### src/rtl/alu_pkg.sv
// Shared types and field layout for the ALU result path.
// The output byte is {1'b0, sel, cout, zero, y}; the stored entry drops the pad bit.
package alu_pkg;

  localparam int ALU_W = 3;
  localparam int SEL_W = 2;
  localparam int OUT_W = 8;

  localparam int Y_LSB    = 0;
  localparam int ZERO_BIT = 3;
  localparam int COUT_BIT = 4;
  localparam int SEL_LSB  = 5;

  typedef struct packed {
    logic [SEL_W-1:0] sel;
    logic             cout;
    logic             zero;
    logic [ALU_W-1:0] y;
  } alu_entry_t;

  function automatic alu_entry_t make_entry(
    input logic [ALU_W-1:0] y,
    input logic             cout,
    input logic [SEL_W-1:0] sel
  );
    alu_entry_t e;
    e.sel  = sel;
    e.cout = cout;
    e.zero = (y == '0);
    e.y    = y;
    return e;
  endfunction

  function automatic logic [OUT_W-1:0] pack_out(input alu_entry_t e);
    logic [OUT_W-1:0] d;
    d                       = '0;
    d[Y_LSB +: ALU_W]       = e.y;
    d[ZERO_BIT]             = e.zero;
    d[COUT_BIT]             = e.cout;
    d[SEL_LSB +: SEL_W]     = e.sel;
    return d;
  endfunction

endpackage

### src/rtl/alu_res_fifo_mem.sv
// Entry storage for the result FIFO: one synchronous write port, asynchronous read.
// Contents are not reset; the top masks the read data whenever the FIFO is empty.
module alu_res_fifo_mem
  import alu_pkg::*;
#(
  parameter int DEPTH = 4,
  parameter int PTR_W = $clog2(DEPTH)
) (
  input  logic             clk,
  input  logic             wr_en,
  input  logic [PTR_W-1:0] wr_addr,
  input  alu_entry_t       wr_data,
  input  logic [PTR_W-1:0] rd_addr,
  output alu_entry_t       rd_data
);

  alu_entry_t mem [DEPTH];

  always_ff @(posedge clk) begin
    if (wr_en) begin
      mem[wr_addr] <= wr_data;
    end
  end

  assign rd_data = mem[rd_addr];

endmodule

### src/rtl/alu_result_fifo.sv
// First-word-fall-through buffer for tagged ALU results, with a saturating
// carry counter and a sticky drop flag for results the full FIFO had to refuse.
module alu_result_fifo
  import alu_pkg::*;
#(
  parameter int DEPTH = 4,
  parameter int CNT_W = 8
) (
  input  logic                     clk,
  input  logic                     rst,
  input  logic                     in_valid,
  output logic                     in_ready,
  input  logic [ALU_W-1:0]         in_y,
  input  logic                     in_cout,
  input  logic [SEL_W-1:0]         in_sel,
  output logic                     out_valid,
  input  logic                     out_ready,
  output logic [OUT_W-1:0]         out_data,
  output logic [$clog2(DEPTH):0]   count,
  output logic [CNT_W-1:0]         carry_cnt,
  output logic                     drop,
  input  logic                     clr_stats
);

  localparam int PTR_W = $clog2(DEPTH);

  localparam logic [PTR_W-1:0] PTR_ONE  = PTR_W'(1);
  localparam logic [PTR_W:0]   CNT_ONE  = (PTR_W+1)'(1);
  localparam logic [PTR_W:0]   FULL_CNT = (PTR_W+1)'(DEPTH);
  localparam logic [CNT_W-1:0] STAT_ONE = CNT_W'(1);
  localparam logic [CNT_W-1:0] STAT_MAX = '1;

  logic [PTR_W-1:0] wr_ptr;
  logic [PTR_W-1:0] rd_ptr;
  logic [PTR_W:0]   count_q;
  logic [CNT_W-1:0] carry_q;
  logic             drop_q;

  logic             push;
  logic             pop;
  alu_entry_t       wr_entry;
  alu_entry_t       rd_entry;

  // Both handshakes depend only on registered occupancy, so out_ready never
  // reaches in_ready combinationally; a full FIFO refuses even when popping.
  assign in_ready  = (count_q != FULL_CNT);
  assign out_valid = (count_q != '0);
  assign push      = in_valid & in_ready;
  assign pop       = out_valid & out_ready;

  assign wr_entry  = make_entry(in_y, in_cout, in_sel);

  alu_res_fifo_mem #(
    .DEPTH (DEPTH),
    .PTR_W (PTR_W)
  ) u_mem (
    .clk     (clk),
    .wr_en   (push),
    .wr_addr (wr_ptr),
    .wr_data (wr_entry),
    .rd_addr (rd_ptr),
    .rd_data (rd_entry)
  );

  always_ff @(posedge clk or posedge rst) begin
    if (rst) begin
      wr_ptr  <= '0;
      rd_ptr  <= '0;
      count_q <= '0;
    end else begin
      if (push) begin
        wr_ptr <= wr_ptr + PTR_ONE;
      end
      if (pop) begin
        rd_ptr <= rd_ptr + PTR_ONE;
      end
      case ({push, pop})
        2'b10:   count_q <= count_q + CNT_ONE;
        2'b01:   count_q <= count_q - CNT_ONE;
        default: count_q <= count_q;
      endcase
    end
  end

  // clr_stats wins over a same-cycle increment or drop event.
  always_ff @(posedge clk or posedge rst) begin
    if (rst) begin
      carry_q <= '0;
      drop_q  <= 1'b0;
    end else if (clr_stats) begin
      carry_q <= '0;
      drop_q  <= 1'b0;
    end else begin
      if (push && in_cout && (carry_q != STAT_MAX)) begin
        carry_q <= carry_q + STAT_ONE;
      end
      if (in_valid && !in_ready) begin
        drop_q <= 1'b1;
      end
    end
  end

  assign out_data  = out_valid ? pack_out(rd_entry) : '0;
  assign count     = count_q;
  assign carry_cnt = carry_q;
  assign drop      = drop_q;

endmodule

### config.mk
export PLATFORM = sky130hd
export DESIGN_NAME = alu_result_fifo
export DESIGN_NICKNAME = d
export VERILOG_FILES = /design/src/rtl/alu_pkg.sv /design/src/rtl/alu_res_fifo_mem.sv /design/src/rtl/alu_result_fifo.sv
export SDC_FILE = /design/constraint.sdc
export NUM_CORES = 1
export LEC_CHECK = 0
export CAP_MARGIN = 20
export CORE_AREA = 5 5 83 85
export CTS_CLUSTER_SIZE = 24
export DETAILED_ROUTE_END_ITERATION = 8
export DIE_AREA = 0 0 88 90
export GPL_TIMING_DRIVEN = 0
export PLACE_DENSITY = 0.54
export SYNTH_ARGS = -nofsm -noshare
export SYNTH_HDL_FRONTEND = slang
export SYNTH_SLANG_ARGS = --single-unit
### constraint.sdc
create_clock -name clk -period 3.1 [get_ports clk]
set_clock_uncertainty 0.15 [all_clocks]
set_input_delay 0.62 -clock clk [delete_from_list [all_inputs] [get_ports clk]]
set_output_delay 0.62 -clock clk [all_outputs]
set_load 0.05 [all_outputs]
==> results.sh <==
export IMPL_worstPathMaxFanout=9
export IMPL_clk_pin_slew_worst_paths_ps=90
export IMPL_power_density_mw_per_mm2=927.5
export IMPL_avgViaCountPerCell=4.789
export IMPL_synth_seq_area_share=0.6120
export IMPL_relSlewSlack=0.5497
export IMPL_finalSetupViolations=0
export IMPL_syn_nets=158
export IMPL_post_drt_wl_per_cell_um=15.59
export IMPL_max_freq_ghz=0.3413
export IMPL_maxCapViolCount=0
export IMPL_ys_types=37
export IMPL_tritoncts="yes"
export IMPL_cts_sinks=44
export IMPL_avgSynthCellArea_sq_um=14.49
export IMPL_cts_root_buf="clkbuf_8"
export IMPL_hold_class="reg -> reg"
export IMPL_place_area_sq_mm=0.002435
export IMPL_grt_overflow=0
export IMPL_gp_congestion=0.7560
export IMPL_io_buffers=31
export IMPL_core_region_area_sq_mm=0.006132
export IMPL_drive_above_1_share=0.1620
export IMPL_die_w_um=88
export IMPL_start_kind="flop"
export IMPL_crit_type="reg -> out"
export IMPL_postCtsSetupRepairBufs=0
export IMPL_irDropWorstVdd_v=0.0003875
export IMPL_dieArea_sq_mm=0.007920
export IMPL_crit_path_end_kind="output pin"
export IMPL_row_count=29
export IMPL_yosysWarnings=0
export IMPL_rsz0062_at_grt="false"
export IMPL_area_delta_synth_final_pct=25.29
export IMPL_nets=196
export IMPL_via_count=1226
export IMPL_fin_tns_setup_ps=0
export IMPL_start_util=0.3307
export IMPL_cts_buffers=5
export IMPL_antenna_found_initial=0
export IMPL_grt_max_degree=17
export IMPL_final_hold_violation_count=0
export IMPL_finalInstanceArea_sq_mm=0.002541
export IMPL_critical_path_required_ps=2330
export IMPL_diodes=0
export IMPL_cts_max_level=2
export IMPL_grt_pass1_vias=1345
export IMPL_grt_pass1_wl_mm=6.568
export IMPL_status="finished, final reports clean"
export IMPL_tightestPinTransition_ps=674.8
export IMPL_min_period_over_period=0.9453
export IMPL_p_leak_nw=0.9728
export IMPL_layout_common_cells="28 x edfxtp_1, 24 x clkdlybuf4s50_1, 16 x dfrtp_1, 9 x inv_1, 8 x and2_1"
export IMPL_firstDrtPassIters=4
export IMPL_wirelength_mm=3.990
export IMPL_crit_arrival_ps=2160
export IMPL_slew_viol_final=0
export IMPL_track_usage=0.1080
export IMPL_io_pins=33
export IMPL_drcViolationCount=0
export IMPL_die_h_um=90
export IMPL_yosys_register_bits=44
export IMPL_synthTopCellsByArea="edfxtp_1 41%, dfrtp_1 20%, mux4_2 7.8%, ha_1 3.7%, and2_1 2.5%"
export IMPL_syn_cell_area_sq_mm=0.002028
export IMPL_period_needed_ps=2930
export IMPL_drtAntennaViolNets=0
export IMPL_synth_top_area_share=0.4146
export IMPL_dp_hpwl_mm=2.852
export IMPL_syn_inst=140
export IMPL_drt_iter0_drc=42
export IMPL_yosys_area_top_type="edfxtp_1"
export IMPL_clk_latency_ps=300
export IMPL_final_common_cell="edfxtp_1"
export IMPL_clk_path_buf_depth=2
-- report_power, final --
group | internal [mW] | leakage [nW] | switching, mW | total [mW]
clock | 0.243 | 0.0548 | 0.203 | 0.445
combinational | 0.398 | 0.453 | 0.696 | 1.09
sequential | 0.759 | 0.465 | 0.0577 | 0.817
total | 1.40 | 0.973 | 0.957 | 2.36
-- layout make-up --
type	instances	area, sq um
fillers	580	3591
flip-flops and latches	44	1241
multi-input cells	80	706.9
repair buffers	31	301.5
well taps	77	96.34
clock buffers	5	68.82
clock inverters	3	46.29
plain buffers	7	46.29
inverters	9	33.78
-- metal layers --
layer / vias up / GRT usage / routed length, um / share of wire
li1: 579 / - / - / -
met1: 622 / 0.1227 / 1649 / 0.41
met2: 21 / 0.1859 / 2120 / 0.53
met3: 4 / 0.03839 / 172 / 0.043
met4: 0 / 0.03453 / 47 / 0.012
met5: - / 0 / 0 / 0
-- synth_stat cells, drive strengths merged --
library cell	instances
edfxtp	28
dfrtp	16
and2	9
inv	9
mux4	7
ha	6
nand2	6
and3	5
nand4	5
nor2	5
buf	4
o21ai	4
or3	4
xor2	4
a21oi	3
clkbuf	3
mux2i	3
xnor2	3
mux2	2
nand2b	2
nor2b	2
a311oi	1
a31oi	1
a41oi	1
and4	1
conb	1
fa	1
nand3	1
nor3	1
o311a	1
or3b	1
-- through the flow --
stage | util | worst slack, ps | power, mW | instances | hold WS (ps)
after floorplan | - | 210.0 | 1.645 | 140 | 383.7
after detailed placement | 0.3971 | 299.1 | 2.001 | 248 | 362.2
after global placement | 0.3971 | 316.1 | 1.967 | 248 | 332.5
after CTS | 0.4144 | 105.4 | 2.392 | 256 | 382.2
after global routing | 0.4144 | 56.58 | 2.491 | 256 | 403.4
final | 0.4144 | 169.7 | 2.357 | 256 | 366.3
-- cells by family after synthesis --
logic type | count (synthesis) | synth area share
AO/OA/AOI/OAI | 11 | 0.04256
XOR/XNOR | 7 | 0.03023
adder cells (fa/ha/maj) | 7 | 0.04688
buffers and inverters | 16 | 0.03948
flip-flops | 44 | 0.6120
multiplexers | 12 | 0.1055
other | 1 | 0.001849
AND/OR/NAND/NOR | 42 | 0.1215
-- critical path, cell delays in order, from the launching register on --
cell             delay [ps]
dfrtp_1                 430
or3_2                   480
clkbuf_1                210
clkdlybuf4s50_1         750
-- worst paths after layout --
kind / startpoint / endpoint / slack [ps] / depth (start not counted)
worst max-delay path: count[0] / out_valid / 170 / 3
max in group asynchronous: rst / rd_ptr[0] / 1800 / 2
worst max register to register: count[0] / count[2] / 540 / 11
min in group asynchronous: rst / count[1] / 560 / 2
worst min register to register: drop / drop / 370 / 2
worst min-delay path: drop / drop / 370 / 2
-- registers in the layout (all words and copies together) (netlist names) --
| signal | cells |
|---|---|
| carry_cnt | 8 |
| count | 3 |
| drop | 1 |
| u_mem.mem | 28 |
| wr_ptr | 2 |
| rd_ptr | 2 |
-- timing repair --
action,CTS,global route
resized for setup,7,0
endpoints found under the setup margin,7,0
hold buffers,0,0
endpoints found under the hold margin,0,0
Note: power is estimated with default switching activity, not from simulation.
